<file path="config.mk">
export PLATFORM = sky130hd
export DESIGN_NAME = mem_fill_arbiter
export DESIGN_NICKNAME = d
export VERILOG_FILES = /design/src/rtl/mem_ctrl_pkg.sv /design/src/rtl/mem_ch_arbiter.sv /design/src/rtl/mem_fill_arbiter.sv
export SDC_FILE = /design/constraint.sdc
export NUM_CORES = 1
export LEC_CHECK = 0
export CAP_MARGIN = 20
export CORE_MARGIN = 2
export CORE_UTILIZATION = 38
export DETAILED_ROUTE_END_ITERATION = 16
export PLACE_DENSITY = 0.92
export SLEW_MARGIN = 30
export SYNTH_ARGS = -nofsm -noshare
export SYNTH_HDL_FRONTEND = slang
export SYNTH_HIERARCHICAL = 1
export SYNTH_SLANG_ARGS = --single-unit
</file>
<file path="constraint.sdc">
create_clock -name clk -period 3.3 [get_ports clk]
set_input_delay 0.66 -clock clk [delete_from_list [all_inputs] [get_ports clk]]
set_output_delay 0.66 -clock clk [all_outputs]
set_load 0.01 [all_outputs]
</file>
<file path="src/rtl/mem_ctrl_pkg.sv">
// Shared definitions for the cache-fill memory controller: FSM states,
// cache-side operation codes and an elaboration-time log2 helper.
package mem_ctrl_pkg;

    typedef enum logic [2:0] {
        IDLE  = 3'd0,
        ISSUE = 3'd1,
        DRAIN = 3'd2,
        TAG   = 3'd3,
        WRITE = 3'd4
    } state_t;

    typedef enum logic [1:0] {
        READ      = 2'b00,
        DATA_FILL = 2'b01,
        TAG_FILL  = 2'b10
    } cache_op_t;

    function automatic int unsigned clog2(input int unsigned value);
        int unsigned res;
        int unsigned rem;
        res = 0;
        rem = (value > 0) ? value - 1 : 0;
        while (rem > 0) begin
            res++;
            rem = rem >> 1;
        end
        return res;
    endfunction

endpackage

</file>
<file path="src/rtl/mem_ch_arbiter.sv">
// Channel arbiter: fixed priority (lowest index) or round-robin starting at
// a pointer that moves past the winner whenever an operation completes.
module mem_ch_arbiter
    import mem_ctrl_pkg::*;
#(
    parameter int unsigned NUM_CH  = 2,
    parameter int unsigned RR_MODE = 0
) (
    input  logic              clk,
    input  logic              rst,
    input  logic [NUM_CH-1:0] req,
    input  logic              advance,
    output logic [NUM_CH-1:0] winner
);

    localparam int unsigned PTR_W = (NUM_CH > 1) ? clog2(NUM_CH) : 1;

    logic [PTR_W-1:0] ptr;
    logic [PTR_W-1:0] win_idx;
    logic             found;
    int unsigned      idx;

    always_comb begin
        winner  = '0;
        win_idx = '0;
        found   = 1'b0;
        idx     = 0;
        for (int unsigned i = 0; i < NUM_CH; i++) begin
            idx = (RR_MODE != 0) ? ((32'(ptr) + i) % NUM_CH) : i;
            if (!found && req[idx]) begin
                winner[idx] = 1'b1;
                win_idx     = PTR_W'(idx);
                found       = 1'b1;
            end
        end
    end

    // While an operation runs the top feeds back only the owner, so at
    // completion the winner here is the owner and the pointer steps past it.
    always_ff @(posedge clk) begin
        if (rst) begin
            ptr <= '0;
        end else if ((RR_MODE != 0) && advance && found) begin
            ptr <= (win_idx == PTR_W'(NUM_CH - 1)) ? '0 : win_idx + 1'b1;
        end
    end

endmodule

</file>
<file path="src/rtl/mem_fill_arbiter.sv">
// Multi-channel cache fill / write-through controller for one pipelined
// memory: arbitrates channels, streams block fills and performs word stores.
module mem_fill_arbiter
    import mem_ctrl_pkg::*;
#(
    parameter int unsigned NUM_CH          = 2,
    parameter int unsigned ADDR_W          = 16,
    parameter int unsigned DATA_W          = 16,
    parameter int unsigned WORDS_PER_BLOCK = 8,
    parameter int unsigned RR_MODE         = 0
) (
    input  logic                                clk,
    input  logic                                rst,
    input  logic [NUM_CH-1:0]                   req_valid,
    input  logic [NUM_CH-1:0]                   req_we,
    input  logic [NUM_CH*ADDR_W-1:0]            req_addr,
    input  logic [NUM_CH*DATA_W-1:0]            req_wdata,
    output logic [NUM_CH-1:0]                   grant,
    output logic                                busy,
    output logic [DATA_W-1:0]                   fill_data,
    output logic [clog2(WORDS_PER_BLOCK)-1:0]   fill_word_idx,
    output logic                                fill_data_we,
    output logic                                fill_tag_we,
    output logic [NUM_CH-1:0]                   done,
    output logic                                mem_en,
    output logic                                mem_wr,
    output logic [ADDR_W-1:0]                   mem_addr,
    output logic [DATA_W-1:0]                   mem_wdata,
    input  logic [DATA_W-1:0]                   mem_rdata,
    input  logic                                mem_valid
);

    localparam int unsigned BPW    = DATA_W / 8;
    localparam int unsigned BPW_SH = clog2(BPW);
    localparam int unsigned OFF_W  = clog2(WORDS_PER_BLOCK * BPW);
    localparam int unsigned IDX_W  = clog2(WORDS_PER_BLOCK);
    localparam int unsigned CNT_W  = IDX_W + 1;

    localparam logic [ADDR_W-1:0] OFF_MASK = ADDR_W'((64'd1 << OFF_W) - 64'd1);
    localparam logic [CNT_W-1:0]  LAST_CNT = CNT_W'(WORDS_PER_BLOCK - 1);

    state_t            state;
    state_t            state_next;
    cache_op_t         cache_op;

    logic [CNT_W-1:0]  issue_cnt;
    logic [CNT_W-1:0]  recv_cnt;
    logic [NUM_CH-1:0] owner;
    logic [NUM_CH-1:0] winner;
    logic [NUM_CH-1:0] arb_req;
    logic [ADDR_W-1:0] lat_addr;
    logic [DATA_W-1:0] lat_wdata;
    logic [ADDR_W-1:0] sel_addr;
    logic [DATA_W-1:0] sel_wdata;
    logic              sel_we;
    logic [ADDR_W-1:0] blk_base;
    logic [ADDR_W-1:0] rd_addr;
    logic              advance;
    logic              rx;
    logic              last_issue;
    logic              last_recv;

    assign arb_req = (state == IDLE) ? req_valid : owner;
    assign advance = (state == TAG) || (state == WRITE);

    mem_ch_arbiter #(
        .NUM_CH  (NUM_CH),
        .RR_MODE (RR_MODE)
    ) u_arb (
        .clk     (clk),
        .rst     (rst),
        .req     (arb_req),
        .advance (advance),
        .winner  (winner)
    );

    always_comb begin
        sel_addr  = '0;
        sel_wdata = '0;
        sel_we    = 1'b0;
        for (int unsigned i = 0; i < NUM_CH; i++) begin
            if (winner[i]) begin
                sel_addr  = req_addr[i*ADDR_W +: ADDR_W];
                sel_wdata = req_wdata[i*DATA_W +: DATA_W];
                sel_we    = req_we[i];
            end
        end
    end

    assign blk_base   = lat_addr & ~OFF_MASK;
    assign rd_addr    = blk_base + (ADDR_W'(issue_cnt[IDX_W-1:0]) << BPW_SH);
    assign rx         = mem_valid && ((state == ISSUE) || (state == DRAIN));
    assign last_issue = (state == ISSUE) && (issue_cnt == LAST_CNT);
    assign last_recv  = rx && (recv_cnt == LAST_CNT);

    always_ff @(posedge clk) begin
        if (rst) begin
            state <= IDLE;
        end else begin
            state <= state_next;
        end
    end

    // With zero memory latency the final word can return in its own issue
    // cycle, so ISSUE may skip DRAIN and go straight to TAG.
    always_comb begin
        state_next = state;
        case (state)
            IDLE:    if (|req_valid) state_next = sel_we ? WRITE : ISSUE;
            ISSUE: begin
                if (last_recv)       state_next = TAG;
                else if (last_issue) state_next = DRAIN;
            end
            DRAIN:   if (last_recv)  state_next = TAG;
            TAG:     state_next = IDLE;
            WRITE:   state_next = IDLE;
            default: state_next = IDLE;
        endcase
    end

    always_ff @(posedge clk) begin
        if (rst) begin
            owner     <= '0;
            lat_addr  <= '0;
            lat_wdata <= '0;
            issue_cnt <= '0;
            recv_cnt  <= '0;
        end else begin
            if ((state == IDLE) && (|req_valid)) begin
                owner     <= winner;
                lat_addr  <= sel_addr;
                lat_wdata <= sel_wdata;
                issue_cnt <= '0;
                recv_cnt  <= '0;
            end
            if (state == ISSUE) begin
                issue_cnt <= issue_cnt + 1'b1;
            end
            if (rx) begin
                recv_cnt <= recv_cnt + 1'b1;
            end
            if (advance) begin
                owner     <= '0;
                issue_cnt <= '0;
                recv_cnt  <= '0;
            end
        end
    end

    always_comb begin
        grant         = '0;
        busy          = 1'b0;
        done          = '0;
        mem_en        = 1'b0;
        mem_wr        = 1'b0;
        mem_addr      = '0;
        mem_wdata     = '0;
        fill_data     = '0;
        fill_word_idx = '0;
        cache_op      = READ;
        case (state)
            ISSUE: begin
                busy     = 1'b1;
                grant    = owner;
                mem_en   = 1'b1;
                mem_addr = rd_addr;
            end
            DRAIN: begin
                busy  = 1'b1;
                grant = owner;
            end
            TAG: begin
                busy     = 1'b1;
                grant    = owner;
                done     = owner;
                cache_op = TAG_FILL;
            end
            WRITE: begin
                busy      = 1'b1;
                grant     = owner;
                done      = owner;
                mem_en    = 1'b1;
                mem_wr    = 1'b1;
                mem_addr  = lat_addr;
                mem_wdata = lat_wdata;
            end
            default: ;
        endcase
        if (rx) begin
            cache_op      = DATA_FILL;
            fill_data     = mem_rdata;
            fill_word_idx = recv_cnt[IDX_W-1:0];
        end
        fill_data_we = (cache_op == DATA_FILL);
        fill_tag_we  = (cache_op == TAG_FILL);
    end

endmodule

</file>
=== After elaboration in Yosys (flattened, before gate mapping) ===
Index checks and enable logic that the tools add are counted.

* ROM bits: 0
* Output and inout port bits: 60
* Logic and storage cells: 66
* Register bits: 45
* Memories: 0
* Bits in writable memories: 0
* Bits in latches: 0

* Shift-type cells: 0
* Add/sub/neg operators: 3
* Equal/unequal tests: 11
* Reduce and logical (&&, ||, !) cells: 17
* Div/mod/pow operators: 0
* Muxes and demuxes: 29
* $mul: 0
* Bitwise operators: 0
* $lt $le $gt $ge: 0

{| class="wikitable"
|+ Operator list
! kind !! number
|-
| two-way mux 16 bit || 6
|-
| case mux 16 bit (2 select lines) || 1
|-
| two-way mux 3 bit || 6
|-
| adder 16 x 4 -> 16 bit || 1
|-
| two-way mux 4 bit || 3
|-
| two-way mux 2 bit || 5
|-
| case mux 3 bit (3 select lines) || 1
|-
| adder 4 x 1 -> 4 bit, second input constant || 2
|-
| equality test 4 x 3 -> 1 bit, second input constant || 2
|-
| OR reduction 2 bit || 4
|-
| two-way mux 1 bit || 7
|-
| equality test 3 x 2 -> 1 bit, second input constant || 2
|-
| logical AND 1 bit || 5
|-
| nonzero test 2 bit || 2
|-
| OR reduction 4 bit || 1
|-
| equality test 3 x 1 -> 1 bit, second input constant || 1
|-
| equality test 3 bit, second input constant || 1
|-
| logical NOT 3 bit || 1
|-
| inequality test 3 bit, second input constant || 1
|-
| AND reduction 3 bit || 1
|-
| equality test 2 x 1 -> 1 bit, second input constant || 1
|-
| equality test 2 bit, second input constant || 1
|-
| logical OR 1 bit || 2
|-
| inequality test 2 x 1 -> 1 bit, second input constant || 1
|-
| 2 further kinds || 2
|}

=== Longest topological paths before layout ===
Gate-level depths: netlist of the first run.

* Word-level depth: 10
* Gate-level depth with buffers: 11
* Depth with buffers taken out: 8

=== Modules after synthesis ===
Netlist of the first run, hierarchy kept.

{| class="wikitable"
|+ Modules (own cells, without submodules)
! module !! area an instance (um2) !! instances !! seq. area each (um2) !! cells an instance
|-
| mem_fill_arbiter || 2444.8 || 1 || 900.9 || 309
|-
| mem_ch_arbiter || 21.3 || 1 || 0.0 || 2
|}

=== Worst setup path before layout of the first run ===
OpenSTA, ideal clock, no wires.

* Kind: register to register
* Start: register state[1]
* End: register lat_addr[0]
* Library setup time: 0.132 ns
* Slack: 1.032 ns
* Cell stages (with the launch flop): 12
* Required time: 3.168 ns
* Clock period less this slack: 2.268 ns
* Path buffers: 4
* Arrival time: 2.137 ns
* Cell sequence: dfxtp_1 -> buf_2 -> or3_1 -> nand2_1 -> nand2_1 -> nor2b_4 -> clkbuf_1 -> nor2b_1 -> clkbuf_1 -> clkbuf_1 -> a221oi_1 -> nor3_1

* Cells in the longest elaborated chain, start to end: 7
* Elaborated cells on any way between the ends: 9
* Classes of those cells: mux (5); reduce/logical (4)

{| class="wikitable"
|+ Ends and longest elaborated chain
! what !! RTL line !! RTL
|-
| from (decl) || mem_fill_arbiter.sv:42 || <nowiki>state_t state;</nowiki>
|-
| from (signal assigned) || mem_fill_arbiter.sv:100 || <nowiki>state <= state_next;</nowiki>
|-
| logical NOT 3 bit || mem_fill_arbiter.sv:63 || <nowiki>assign arb_req = (state == IDLE) ? req_valid : owner;</nowiki>
|-
| two-way mux 2 bit || mem_fill_arbiter.sv:63 ||
|-
| via arb_req[0] || mem_fill_arbiter.sv:50 || <nowiki>logic [NUM_CH-1:0] arb_req;</nowiki>
|-
| two-way mux 1 bit || mem_ch_arbiter.sv:30 || <nowiki>if (!found && req[idx]) begin</nowiki>
|-
| logical NOT 1 bit || mem_ch_arbiter.sv:30 ||
|-
| logical AND 1 bit || mem_ch_arbiter.sv:30 ||
|-
| two-way mux 1 bit || mem_ch_arbiter.sv:30 ||
|-
| via winner[1] || mem_fill_arbiter.sv:49 || <nowiki>logic [NUM_CH-1:0] winner;</nowiki>
|-
| two-way mux 16 bit || mem_fill_arbiter.sv:82 || <nowiki>if (winner[i]) begin</nowiki>
|-
| to (signal assigned) || mem_fill_arbiter.sv:131 || <nowiki>lat_addr <= sel_addr;</nowiki>
|-
| to (decl) || mem_fill_arbiter.sv:51 || <nowiki>logic [ADDR_W-1:0] lat_addr;</nowiki>
|}

The timed path passes the listed nets, and every way through them passes these cells.
A chain may end at the register's enable or synchronous reset.

=== Worst setup path in the final report of the first run ===
* Start: input port mem_valid
* End: output port fill_data[11]

* Cells in the longest elaborated chain, start to end: 2

{| class="wikitable"
|+ Ends and longest elaborated chain
! what !! RTL line !! RTL
|-
| from (decl) || mem_fill_arbiter.sv:30 || <nowiki>input logic mem_valid</nowiki>
|-
| logical AND 1 bit || mem_fill_arbiter.sv:92 || <nowiki>assign rx = mem_valid && ((state == ISSUE) || (state == DRAIN));</nowiki>
|-
| two-way mux 16 bit || mem_fill_arbiter.sv:189 || <nowiki>if (rx) begin</nowiki>
|-
| to (decl) || mem_fill_arbiter.sv:20 || <nowiki>output logic [DATA_W-1:0] fill_data,</nowiki>
|}

No other way between the ends.

==> results of run 1 <==
## area by class of cell
cell class | instances | area [µm²] | area share
timing repair buffer | 154 | 1550 | 0.380
multi-input combinational | 234 | 1430 | 0.352
sequential | 45 | 901 | 0.222
tap | 77 | 96.3 | 0.0237
clock buffer | 6 | 72.6 | 0.0178
clock inverter | 2 | 10.0 | 0.00246
inverter | 2 | 7.51 | 0.00185
## layout by cell type, fill, tap and decap left out, types with 2 or more instances in the layout
master,n
dfxtp_1,45
nor2_1,43
nor3b_2,2
o21bai_1,2
nor2b_1,12
clkbuf_8,5
clkinv_2,2
inv_1,2
nand2b_1,4
a221oi_1,32
a22o_1,3
a2bb2oi_1,2
ha_1,2
nand3b_1,3
nand2_1,13
nor3_1,37
o21ai_0,4
clkdlybuf4s50_1,146
a22oi_1,2
a21oi_1,9
or3_1,3
or2_2,2
buf_12,2
and2_1,42
nand3_1,2
nor4bb_1,2
buf_4,6
## routing by layer
| metal | routed length, µm | share of wire |
|---|---|---|
| met3 | 730 | 0.095 |
| met5 | 0 | 0 |
| met4 | 63 | 0.0082 |
| met1 | 3010 | 0.39 |
| met2 | 3860 | 0.50 |
## how the worst min path moves through the flow
stage	slack (ns)	from	cells past startpoint	to
after CTS	0.49	recv_cnt[3]	1	recv_cnt[3]
after floorplan	0.44	recv_cnt[3]	1	recv_cnt[3]
final	0.49	recv_cnt[3]	1	recv_cnt[3]
after detailed placement	0.48	recv_cnt[3]	1	recv_cnt[3]
after global routing	0.51	lat_wdata[4]	2	lat_wdata[4]
after global placement	0.46	recv_cnt[3]	1	recv_cnt[3]
## flip-flops by register name (all words and copies together), names as in the netlist
| signal | flops |
|---|---|
| lat_addr | 16 |
| lat_wdata | 16 |
| issue_cnt | 4 |
| recv_cnt | 4 |
| state | 3 |
| owner | 2 |
## logic make-up (layout without fill, tap and decap cells)
family,Yosys count,after routing,share of synthesized area
buf+inv,32,164,0.0558
fa+ha+maj,2,2,0.0101
xor+xnor,1,1,0.00355
simple gates,171,171,0.371
flops,45,45,0.365
compound gates,59,59,0.190
mux,1,1,0.00406
## worst max-delay path, delay by kind of cell
| kind | cells | cell delay (ns) |
|---|---|---|
| buf+inv | 3 | 1.23 |
| simple gates | 3 | 0.44 |
## power breakdown
| part | switching [mW] | leakage [nW] | internal [mW] |
|---|---|---|---|
| clock network | 0.183 | 0.0450 | 0.147 |
| logic | 0.832 | 1.09 | 0.748 |
| registers | 0.132 | 0.370 | 0.743 |
## through the flow
step / instances / utilization / setup slack [ns]
after floorplan: 311 / - / 1.03
after global placement: 512 / 0.631 / 0.374
after detailed placement: 512 / 0.631 / 0.313
after CTS: 520 / 0.644 / 0.181
after global routing: 520 / 0.644 / 0.189
final: 520 / 0.644 / 0.320
==> flow_metrics.env, run 1 <==
export IMPL_area_growth_synth_to_final_pct=64.9
export IMPL_dp_hpwl_mm=5.72
export IMPL_synth_net_count=400
export IMPL_via_count_of_the_first_global_routing_pass=2651
export IMPL_r2r_start="state[1]"
export IMPL_antenna_found_initial=0
export IMPL_timing_slew_headroom=0.577
export IMPL_synth_top_cell_area_share=0.365
export IMPL_worstSetupEndpoint="fill_data[11]"
export IMPL_floorplan_initialDensity=0.391
export IMPL_hold_worst_slack_ns=0.487
export IMPL_post_route_cells_drive_above_1_share=0.0564
export IMPL_min_period_over_period=0.903
export IMPL_die_width_um=84.6
export IMPL_final_cell_area_mm2=0.00407
export IMPL_post_cts_setup_buffers=0
export IMPL_filler_cell_count=554
export IMPL_path_cells="clkdlybuf4s50_1, nand2b_1, nor2_1, buf_4, and2_1, clkdlybuf4s50_1"
export IMPL_max_slew_worst_pin_slew_ns=0.631
export IMPL_cts_tree="yes"
export IMPL_r2r_setup_slack_ns=0.89
export IMPL_placedInstanceArea_mm2=0.00398
export IMPL_cpMaxStageDelayCell="clkdlybuf4s50_1"
export IMPL_drt_initial_drc_count=208
export IMPL_mappedNetlistArea_mm2=0.00247
export IMPL_grt_setup_unrepaired="no"
export IMPL_reg2reg_to="state[0]"
export IMPL_timing_final_crit_period_ns=2.98
export IMPL_synth_area_leaders="dfxtp_1 37%, a221oi_1 11%, and2_1 11%"
export IMPL_worstSetupStartpoint="mem_valid"
export IMPL_io_pins=147
export IMPL_h_tree_depth=2
export IMPL_grt_start_max_net_pins=37
export IMPL_fin_tns_setup_ns=0
export IMPL_timing_final_hold_violations=0
export IMPL_clkSinkCount=45
export IMPL_global_route_usage_met3=0.0659
export IMPL_cts_root_buffer="clkbuf_8"
export IMPL_postSynthCellCount=311
export IMPL_synth_top_flop_cell="dfxtp_1"
export IMPL_grtUsageMet2=0.382
export IMPL_core_area_mm2=0.00631
export IMPL_track_usage=0.215
export IMPL_drc=0
export IMPL_worstRegToRegCells=9
export IMPL_status="finished clean"
export IMPL_synth_seq_cells=45
export IMPL_routed_via_count=2775
export IMPL_gp_routability_congestion=0.795
export IMPL_ir_drop_mv=0.404
export IMPL_routed_wirelength_mm=7.67
export IMPL_die_y_um=84.6
export IMPL_grt_busiest_layer="met2"
export IMPL_achievable_frequency_mhz=336
export IMPL_grt_residual_overflow=0
export IMPL_port_buffers=146
export IMPL_routed_vias_inst=5.34
export IMPL_power_density_mw_per_mm2=685
export IMPL_cts_resized_gates=0
export IMPL_yosysTopAreaCell="dfxtp_1"
export IMPL_detail_route_wl_per_cell_um=14.7
export IMPL_max_cap_violations=0
export IMPL_clk_pin_slew_worst_paths_ns=0.08
export IMPL_leakagePower_nw=1.51
export IMPL_met1_resource_use_gr=0.251
export IMPL_yosys_top_cells_count="45 x dfxtp_1, 44 x nor2_1, 42 x and2_1"
export IMPL_clock_tree_buffer_depth=2
export IMPL_max_stage_delay_ns=0.54
export IMPL_arrival_ns=2.32
export IMPL_yosysWarningCount=6
export IMPL_crit_type="in2out"
export IMPL_placement_rows=29
export IMPL_grt_first_pass_wirelength_mm=12.7
export IMPL_worst_clock_skew_ns=0.00962
export IMPL_count_of_antenna_violating_nets_left_after_detailed_routing=0
export IMPL_worstSetupEndpointType="primary output"
export IMPL_syn_mean_instance_area_um2=7.93
export IMPL_fin_total_pwr_mw=2.79
export IMPL_final_nets=531
export IMPL_ys_seq_area_frac=0.365
export IMPL_critPathMostFrequentCell="clkdlybuf4s50_1"
export IMPL_setup_viol=0
export IMPL_worstHoldPathType="reg2reg"
export IMPL_synth_cell_type_count=36
export IMPL_design_die_area_mm2=0.00715
export IMPL_worstPathMaxFanout=23
export IMPL_postSynth_asyncResetShare=0
export IMPL_count_of_flip_flops_with_a_built_in_enable_after_synthesis=0
export IMPL_cts_hold_buf=0
export IMPL_critPathRequiredTime_ns=2.64
export IMPL_cts_buffers=5
export IMPL_insertion_delay_ns=0.30
export IMPL_timing_critical_path_from_type="input pin"
export IMPL_drt_pre_antenna_iters=4
export IMPL_yosys_cell_count_top_type="dfxtp_1"
export IMPL_slew_violations=0
export IMPL_antenna_diode_count=0
(Power assumes the default switching activity.)
==> run 2: changes to the inputs <==
Settings changed: CORE_UTILIZATION 38 to 39, PLACE_DENSITY 0.92 to 0.93, SYNTH_HIERARCHICAL 1 to unset.
==> run 2 against run 1 <==
Synthesized cell count down 4.5%. Total power down 49%. Utilization rose by 0.72 points. Global-route usage is 0.49 points higher. Cell count shrank 1.9%. First-iteration DRC count is 62% lower. Critical path depth decreased by 1. Critical endpoint is now fill_data[1].
==> flow_metrics.env, run 2 <==
export IMPL_die_y_um=85.3
export IMPL_ys_seq_area_frac=0.349
export IMPL_arrival_ns=2.25
export IMPL_post_cts_setup_buffers=0
export IMPL_r2r_start="state[2]"
export IMPL_ir_drop_mv=0.175
export IMPL_yosys_top_cells_count="53 x and2_1, 45 x dfxtp_1, 43 x nor2_1"
export IMPL_postSynth_asyncResetShare=0
export IMPL_final_setup_worst_slack_ns=0.390
export IMPL_max_slew_worst_pin_slew_ns=0.662
export IMPL_final_nets=522
export IMPL_timing_critical_path_from_type="input pin"
export IMPL_worstSetupEndpointType="primary output"
export IMPL_clkSinkCount=45
export IMPL_post_route_cells_drive_above_1_share=0.134
export IMPL_die_width_um=85.3
export IMPL_drt_pre_antenna_iters=4
export IMPL_antenna_found_initial=0
export IMPL_min_period_over_period=0.882
export IMPL_via_count_of_the_first_global_routing_pass=2762
export IMPL_cts_root_buffer="clkbuf_8"
export IMPL_drc=0
export IMPL_port_buffers=146
export IMPL_grt_start_max_net_pins=40
export IMPL_timing_final_hold_violations=0
export IMPL_final_cell_area_mm2=0.00416
export IMPL_track_usage=0.220
export IMPL_max_stage_delay_ns=0.54
export IMPL_synth_cell_type_count=34
export IMPL_core_area_mm2=0.00639
export IMPL_min_delay_start="lat_addr[15]"
export IMPL_routed_wirelength_mm=8.09
export IMPL_design_die_area_mm2=0.00728
export IMPL_fin_total_pwr_mw=1.42
export IMPL_io_pins=147
export IMPL_insertion_delay_ns=0.29
export IMPL_gp_routability_congestion=0.811
export IMPL_drt_initial_drc_count=80
export IMPL_placedCellCount=503
export IMPL_worstSetupStartpoint="mem_valid"
export IMPL_h_tree_depth=2
export IMPL_path_cells="clkdlybuf4s50_1, nor3b_2, buf_4, and2_1, clkdlybuf4s50_1"
export IMPL_registers_with_the_most_flip_flops="lat_addr (16), lat_wdata (16)"
export IMPL_status="finished clean"
export IMPL_finalNonFillerCells=510
export IMPL_fin_tns_setup_ns=0
export IMPL_grt_residual_overflow=0
export IMPL_count_of_antenna_violating_nets_left_after_detailed_routing=0
export IMPL_layout_cells_most_common_list="145 x clkdlybuf4s50_1, 53 x and2_1, 45 x dfxtp_1"
export IMPL_detail_route_wl_per_cell_um=15.9
export IMPL_grt_first_pass_wirelength_mm=13.0
export IMPL_timing_slew_headroom=0.559
export IMPL_placedInstanceArea_mm2=0.00407
export IMPL_clk_pin_slew_worst_paths_ns=0.08
export IMPL_cts_resized_gates=0
export IMPL_worst_clock_skew_ns=0.00640
export IMPL_dp_hpwl_mm=6.07
export IMPL_synth_top_flop_cell="dfxtp_1"
export IMPL_yosysTopAreaCell="dfxtp_1"
export IMPL_critPathMostFrequentCell="clkdlybuf4s50_1"
export IMPL_synth_seq_cells=45
export IMPL_area_growth_synth_to_final_pct=61.3
export IMPL_mappedNetlistArea_mm2=0.00258
export IMPL_synth_area_leaders="dfxtp_1 35%, a211oi_2 16%, and2_1 13%"
export IMPL_routed_vias_inst=5.35
export IMPL_layout_commonest_cell="clkdlybuf4s50_1"
export IMPL_crit_family="buffers and inverters"
export IMPL_clock_tree_buffer_depth=2
export IMPL_cpMaxStageDelayCell="clkdlybuf4s50_1"
export IMPL_count_of_flip_flops_with_a_built_in_enable_after_synthesis=0
export IMPL_syn_mean_instance_area_um2=8.68
export IMPL_yosys_cell_count_top_type="and2_1"
export IMPL_max_cap_violations=0
export IMPL_dp_slack_ns=0.382
export IMPL_routed_via_count=2727
export IMPL_yosysWarningCount=0
export IMPL_floorplan_initialDensity=0.404
export IMPL_cts_tree="yes"
export IMPL_critPathRequiredTime_ns=2.64
export IMPL_crit_type="in2out"
export IMPL_worstPathMaxFanout=20
export IMPL_timing_final_crit_period_ns=2.91
export IMPL_setup_viol=0
export IMPL_synth_net_count=386
export IMPL_cts_buffers=5
export IMPL_cts_hold_buf=0
export IMPL_achievable_frequency_mhz=344
export IMPL_placement_rows=29
export IMPL_worstHoldPathType="reg2reg"
export IMPL_leakagePower_nw=1.52
export IMPL_postSynthCellCount=297
export IMPL_timing_critical_path_buf_inv=3
export IMPL_power_density_mw_per_mm2=340
export IMPL_synth_top_cell_area_share=0.349
export IMPL_grt_setup_unrepaired="no"
export IMPL_antenna_diode_count=0
export IMPL_slew_violations=0
-- run 2: worst paths after layout --
check	endpoint	cells after the start	slack, ns
setup / recovery	fill_data[1]	5	0.39
setup reg to reg	lat_wdata[6]	5	1.28
hold reg to reg	lat_addr[15]	2	0.50
hold / removal	lat_addr[15]	2	0.50
-- run 2: metrics by stage --
| step | hold slack (ns) | util |
|---|---|---|
| 2_1_floorplan | 0.470 | - |
| 3_3_place_gp | 0.486 | 0.638 |
| 3_5_place_dp | 0.492 | 0.638 |
| 4_1_cts | 0.504 | 0.651 |
| 5_1_grt | 0.541 | 0.651 |
| 6_report | 0.499 | 0.651 |
-- run 2: where the power goes --
group          switching (mW)  leakage, nW  total [mW]  internal, mW
clock network           0.181       0.0443       0.347         0.167
registers              0.0325        0.372       0.627         0.594
logic                   0.202         1.10       0.441         0.240
total                   0.415         1.52        1.42          1.00
-- run 2: cell families after synthesis --
kind of cell,Yosys count,synth area share
fa+ha+maj,2,0.00970
mux,1,0.00437
buf+inv,29,0.0587
simple gates,129,0.278
xor+xnor,3,0.0102
compound gates,88,0.290
flops,45,0.349
-- run 2: cell type report --
type	instances	area (µm²)
well taps	77	96.3
inverters	1	3.75
multi-input cells	223	1530
clock buffers	7	86.3
repair buffers	157	1540
fillers	543	2230
flip-flops and latches	45	901
-- run 2: worst min-delay path, stage by stage (launching register included) --
cell      delay [ns]
dfxtp_1         0.31
nor2_1          0.09
a211oi_1        0.05
-- run 2: per-layer routing --
metal	global-route usage	vias up	wire length (µm)
met5	0	-	0
met4	0.0548	0	80
met2	0.418	110	4230
met1	0.242	1283	3180
li1	-	1326	-
met3	0.0535	8	595
==> run 3: changes to the inputs <==
Settings changed: CORE_ASPECT_RATIO set to 1.5.
==> run 3 against run 2 <==
Cell count is 0.39% lower. Sequential share of layout area is essentially flat. Sequential cell count unchanged. Clock power down 3%. Worst setup slack got worse by 0.13 ns. Clock skew fell by 0.0017 ns. Largest cell class is now multi-input gates.
==> flow_metrics.env, run 3 (synthesis results as in run 2) <==
export IMPL_max_stage_delay_ns=0.62
export IMPL_h_tree_depth=2
export IMPL_max_cap_violations=0
export IMPL_ir_drop_mv=0.271
export IMPL_crit_type="reg2out"
export IMPL_critPathRequiredTime_ns=2.64
export IMPL_timing_critical_path_from_type="flop"
export IMPL_antenna_diode_count=0
export IMPL_insertion_delay_ns=0.28
export IMPL_max_slew_worst_pin_slew_ns=0.552
export IMPL_worstPathMaxFanout=18
export IMPL_slew_violations=0
export IMPL_post_route_cells_drive_above_1_share=0.132
export IMPL_switching_component_of_the_power_uw=398
export IMPL_placedInstanceArea_mm2=0.00406
export IMPL_power_density_mw_per_mm2=337
export IMPL_hold_worst_slack_ns=0.504
export IMPL_path_cells="nor3b_2, buf_4, and2_1, clkdlybuf4s50_1"
export IMPL_timing_final_crit_period_ns=3.04
export IMPL_clkSinkCount=45
export IMPL_worstHoldPathType="reg2reg"
export IMPL_setup_viol=0
export IMPL_routed_vias_inst=5.30
export IMPL_cts_tree="yes"
export IMPL_via_count_of_the_first_global_routing_pass=2703
export IMPL_cts_hold_buf=0
export IMPL_worst_clock_skew_ns=0.00472
export IMPL_grt_setup_unrepaired="no"
export IMPL_core_area_mm2=0.00644
export IMPL_placement_rows=36
export IMPL_clock_tree_buffer_depth=2
export IMPL_dp_hpwl_mm=5.93
export IMPL_p_clk_frac=0.241
export IMPL_timing_critical_path_buf_inv=2
export IMPL_drc=0
export IMPL_grt_residual_overflow=0
export IMPL_registers_with_the_most_flip_flops="lat_addr (16), lat_wdata (16)"
export IMPL_drt_pre_antenna_iters=4
export IMPL_crit_family="buffers and inverters"
export IMPL_track_usage=0.211
export IMPL_detail_route_wl_per_cell_um=15.2
export IMPL_cts_buffers=5
export IMPL_timing_final_hold_violations=0
export IMPL_drt_initial_drc_count=125
export IMPL_layout_cells_most_common_list="145 x clkdlybuf4s50_1, 53 x and2_1, 45 x dfxtp_1"
export IMPL_timing_slew_headroom=0.632
export IMPL_final_util=0.644
export IMPL_seqPwrFrac=0.446
export IMPL_gp_routability_congestion=0.859
export IMPL_die_y_um=104
export IMPL_count_of_antenna_violating_nets_left_after_detailed_routing=0
export IMPL_area_growth_synth_to_final_pct=60.9
export IMPL_routed_via_count=2692
export IMPL_floorplan_initialDensity=0.400
export IMPL_antenna_found_initial=0
export IMPL_worstSetupEndpointType="primary output"
export IMPL_port_buffers=146
export IMPL_internal_power_uw=999
export IMPL_cts_resized_gates=0
export IMPL_io_pins=147
export IMPL_achievable_frequency_mhz=329
export IMPL_grt_first_pass_wirelength_mm=12.7
export IMPL_final_cell_area_mm2=0.00415
export IMPL_design_die_area_mm2=0.00729
export IMPL_cpMaxStageDelayCell="dfxtp_1"
export IMPL_grt_start_max_net_pins=35
export IMPL_clk_pin_slew_worst_paths_ns=0.08
export IMPL_leakagePower_nw=1.51
export IMPL_filler_cell_count=568
export IMPL_sw_frac=0.285
export IMPL_status="finished clean"
export IMPL_post_cts_setup_buffers=0
export IMPL_cts_root_buffer="clkbuf_8"
export IMPL_min_period_over_period=0.921
export IMPL_final_nets=521
export IMPL_routed_wirelength_mm=7.73
export IMPL_fin_tns_setup_ns=0
export IMPL_arrival_ns=2.38
export IMPL_combinational_cell_fraction_of_total_power=0.313
export IMPL_layout_commonest_cell="clkdlybuf4s50_1"
export IMPL_die_width_um=70.4
run 3: power by group through the flow:
stage | clock network, mW | registers, mW | logic (mW)
CTS | 0.348 | 0.624 | 0.440
global route | 0.369 | 0.631 | 0.472
global placement | 0 | 0.634 | 0.427
finish | 0.337 | 0.624 | 0.437
floorplan | 0 | 0.624 | 0.245
detailed placement | 0 | 0.636 | 0.438
run 3: final timing paths:
path / startpoint / end / slack [ns] / cells after the start
min: lat_addr[15] / lat_addr[15] / 0.50 / 2
min reg2reg: lat_addr[15] / lat_addr[15] / 0.50 / 2
max: state[2] / mem_wdata[5] / 0.26 / 4
max reg2reg: state[2] / lat_addr[9] / 1.29 / 6
run 3: through the flow:
step	std cells	setup slack [ns]	total power, mW
after floorplan	297	1.30	0.869
after global placement	501	0.451	1.06
after detailed placement	501	0.385	1.07
after CTS	508	0.272	1.41
after global routing	508	0.163	1.47
final	508	0.261	1.40
run 3: routing by layer:
| layer | vias up | routed length [µm] | track usage |
|---|---|---|---|
| met5 | - | 0 | 0 |
| met4 | 0 | 144 | 0.0659 |
| met3 | 16 | 562 | 0.0525 |
| met2 | 113 | 4000 | 0.392 |
| met1 | 1239 | 3020 | 0.229 |
| li1 | 1324 | - | - |
run 3: area by class of cell:
type	instances	area (µm²)	share of cell area
multi-input cells	223	1530	0.369
repair buffers	156	1530	0.369
flip-flops and latches	45	901	0.217
well taps	76	95.1	0.0229
clock buffers	7	86.3	0.0208
inverters	1	3.75	0.000904
run 3: tightest hold or removal path: cells and delay by family, from the launching register on:
family	cells	cell delay, ns
compound gates	1	0.05
flops	1	0.31
simple gates	1	0.10
==> variant (config.mk and constraints of run 2) <==
Re-encode `state_t` (5 states) as one-hot, 5 bits wide.
--- a/src/rtl/mem_ctrl_pkg.sv
+++ b/src/rtl/mem_ctrl_pkg.sv
@@ -4,8 +4,8 @@
 
-    typedef enum logic [2:0] {
-        IDLE  = 3'd0,
-        ISSUE = 3'd1,
-        DRAIN = 3'd2,
-        TAG   = 3'd3,
-        WRITE = 3'd4
+    typedef enum logic [4:0] {
+        IDLE  = 5'b00001,
+        ISSUE = 5'b00010,
+        DRAIN = 5'b00100,
+        TAG   = 5'b01000,
+        WRITE = 5'b10000
     } state_t;
Behaviour: same outputs for any inputs over 10 cycles, from zero or initial values and one cycle with rst high; not proved beyond that.
==> variant against run 2 <==
Sequential cell count grew 2. Utilization fell by 1.4 points. Critical path depth is the same. Wire length is 0.31% lower. Non-clock buffer count down 4. Die area is 7.0% higher. Global-route usage is 1.1 points lower. Worst hold slack better by 0.011 ns. Setup slack worse by 0.12 ns. Cell count grew 18%. Via count is 11% higher. Largest cell class is now multi-input gates. Synthesized area is 7.3% higher. Final area up 4.6%.
Power is not compared: it rests on default switching activity, and its combinational part moved more than twofold at a synthesized area within 25%.
==> variant: results (changes against run 2) <==
LEAKAGE=1.689 nW; H-tree levels=2 (unchanged); RePlAce Congestion=0.8662 (was 0.8114); top_reg_cell synth=dfxtp_1 (unchanged); DR pass1 iterations=4 (unchanged); Total Nets Final=595 (was 522); Worst R2R Path Depth=5 (unchanged); worst path arrival time=2.37 ns (was 2.25 ns); total CTS buffers=5 (unchanged); WHS Path Cells=2 (unchanged); sequential area share after synthesis=34.00% (was 34.93%); status=complete, no violations (unchanged); commonest cells in the synthesized netlist=dfxtp_1 (47), and2_1 (43), nor2_1 (40) (was and2_1 (53), dfxtp_1 (45), nor2_1 (43)); post-synthesis mux area share=0.4069% (was 0.4367%); CTS root buf=clkbuf_8 (unchanged); worst-margin pin slew=0.6526 ns (was 0.6622 ns); kind of critical path=primary input to primary output (unchanged); Worst-path clk slew=0.08 ns (about the same); synthesized-area fraction occupied by adder cells=0.9042% (was 0.9704%); Synth area leaders=dfxtp_1 (34%), and2_1 (9.7%), nor3b_1 (9.5%), o22ai_1 (7.5%), a21oi_1 (7.1%) (was dfxtp_1 (35%), a211oi_2 (16%), and2_1 (13%), o22ai_1 (7.8%), nor2_1 (6.3%)); hold_buf cts=0 (unchanged); reg2reg start=state[1]$_SDFFE_PP0P_ (was state[2]$_SDFFE_PP0P_); Antenna diodes=0 (unchanged); max incr delay on CP=0.48 ns (was 0.54 ns); Synth Area in Compound Gates=18.26% (was 28.97%); share of layout cells above drive strength 1=3.762% (was 13.39%); CP Max Fanout=25 (was 20); syn_nets=466 (was 386); Synth Area in XOR/XNOR=0.3165% (was 1.019%); Crit-path slowest cell=clkdlybuf4s50_1 (unchanged); maximum vdd drop=0.2466 mV; vias in the first global route=2942 (was 2762); yosys warns=0 (unchanged); overall routing resource usage=20.87% (was 21.98%); HP Start=recv_cnt[3]$_SDFFE_PP0P_ (was lat_addr[15]$_SDFFE_PP0P_); vias=3031 (was 2727); estimated wirelength of the detail-placed design=6001 um (was 6075 um); largest net degree at the start of global routing=69 (was 40); Post-Route WL=8061 um (was 8086 um); placed instance area=0.004275 mm^2 (was 0.004073 mm^2); clock tree buffer depth=2 (unchanged); clock skew=0.002571 ns (was 0.006405 ns); min-delay worst type=flop to flop (unchanged); Detailed Route Iter0 Violations=93 (was 80); Yosys cell types=37 (was 34); first-pass GRT wire length=13030 um (was 13010 um); Clk Latency, worst-skew pair=0.29 ns (about the same); Top Registers=lat_addr x16, lat_wdata x16, state x5 (was lat_addr x16, lat_wdata x16)
==> variant: area by class of cell <==
type	instances	area, um^2
fill	562	2480
tap	96	120.1
inverter	34	131.4
multi-input combinational	265	1578
clock buffer	6	72.57
timing repair buffer	153	1509
sequential	47	940.9
==> variant: per-stage QoR <==
stage | cells | hold slack [ns] | setup WS (ns)
2_1_floorplan | 377 | 0.4590 | 1.031
3_3_place_gp | 595 | 0.4829 | 0.2601
3_5_place_dp | 595 | 0.4920 | 0.1576
4_1_cts | 601 | 0.5080 | 0.1456
5_1_grt | 601 | 0.5388 | 0.09157
6_report | 601 | 0.5107 | 0.2679
==> variant: metal layers <==
| metal | part of all wire, % | up-vias | GRT usage (%) |
|---|---|---|---|
| met5 | 0 | - | 0 |
| met4 | 0.29 | 0 | 4.545 |
| met3 | 7.1 | 3 | 4.851 |
| met2 | 51 | 107 | 39.37 |
| met1 | 41 | 1388 | 23.86 |
| li1 | - | 1533 | - |
==> variant: timing repair <==
action	in CTS	in global routing
setup buffers	0	0
endpoints found under the setup margin	0	19
resized for setup	0	1
hold endpoints to repair	0	0
==> variant: power groups by stage <==
stage          clock, mW  combinational [mW]  sequential (mW)
3_5_place_dp           0               0.887            0.840
5_1_grt            0.343               0.986            0.853
6_report           0.315               0.890            0.830
3_3_place_gp           0               0.854            0.831
2_1_floorplan          0               0.618            0.802
4_1_cts            0.325               0.888            0.829
==> variant: final timing paths <==
kind                                              endpoint  slack, ns
worst max-delay path                         fill_data[14]       0.27
worst min register to register    recv_cnt[3]$_SDFFE_PP0P_       0.51
worst min-delay path              recv_cnt[3]$_SDFFE_PP0P_       0.51
worst max register to register  lat_wdata[11]$_SDFFE_PP0P_       1.13
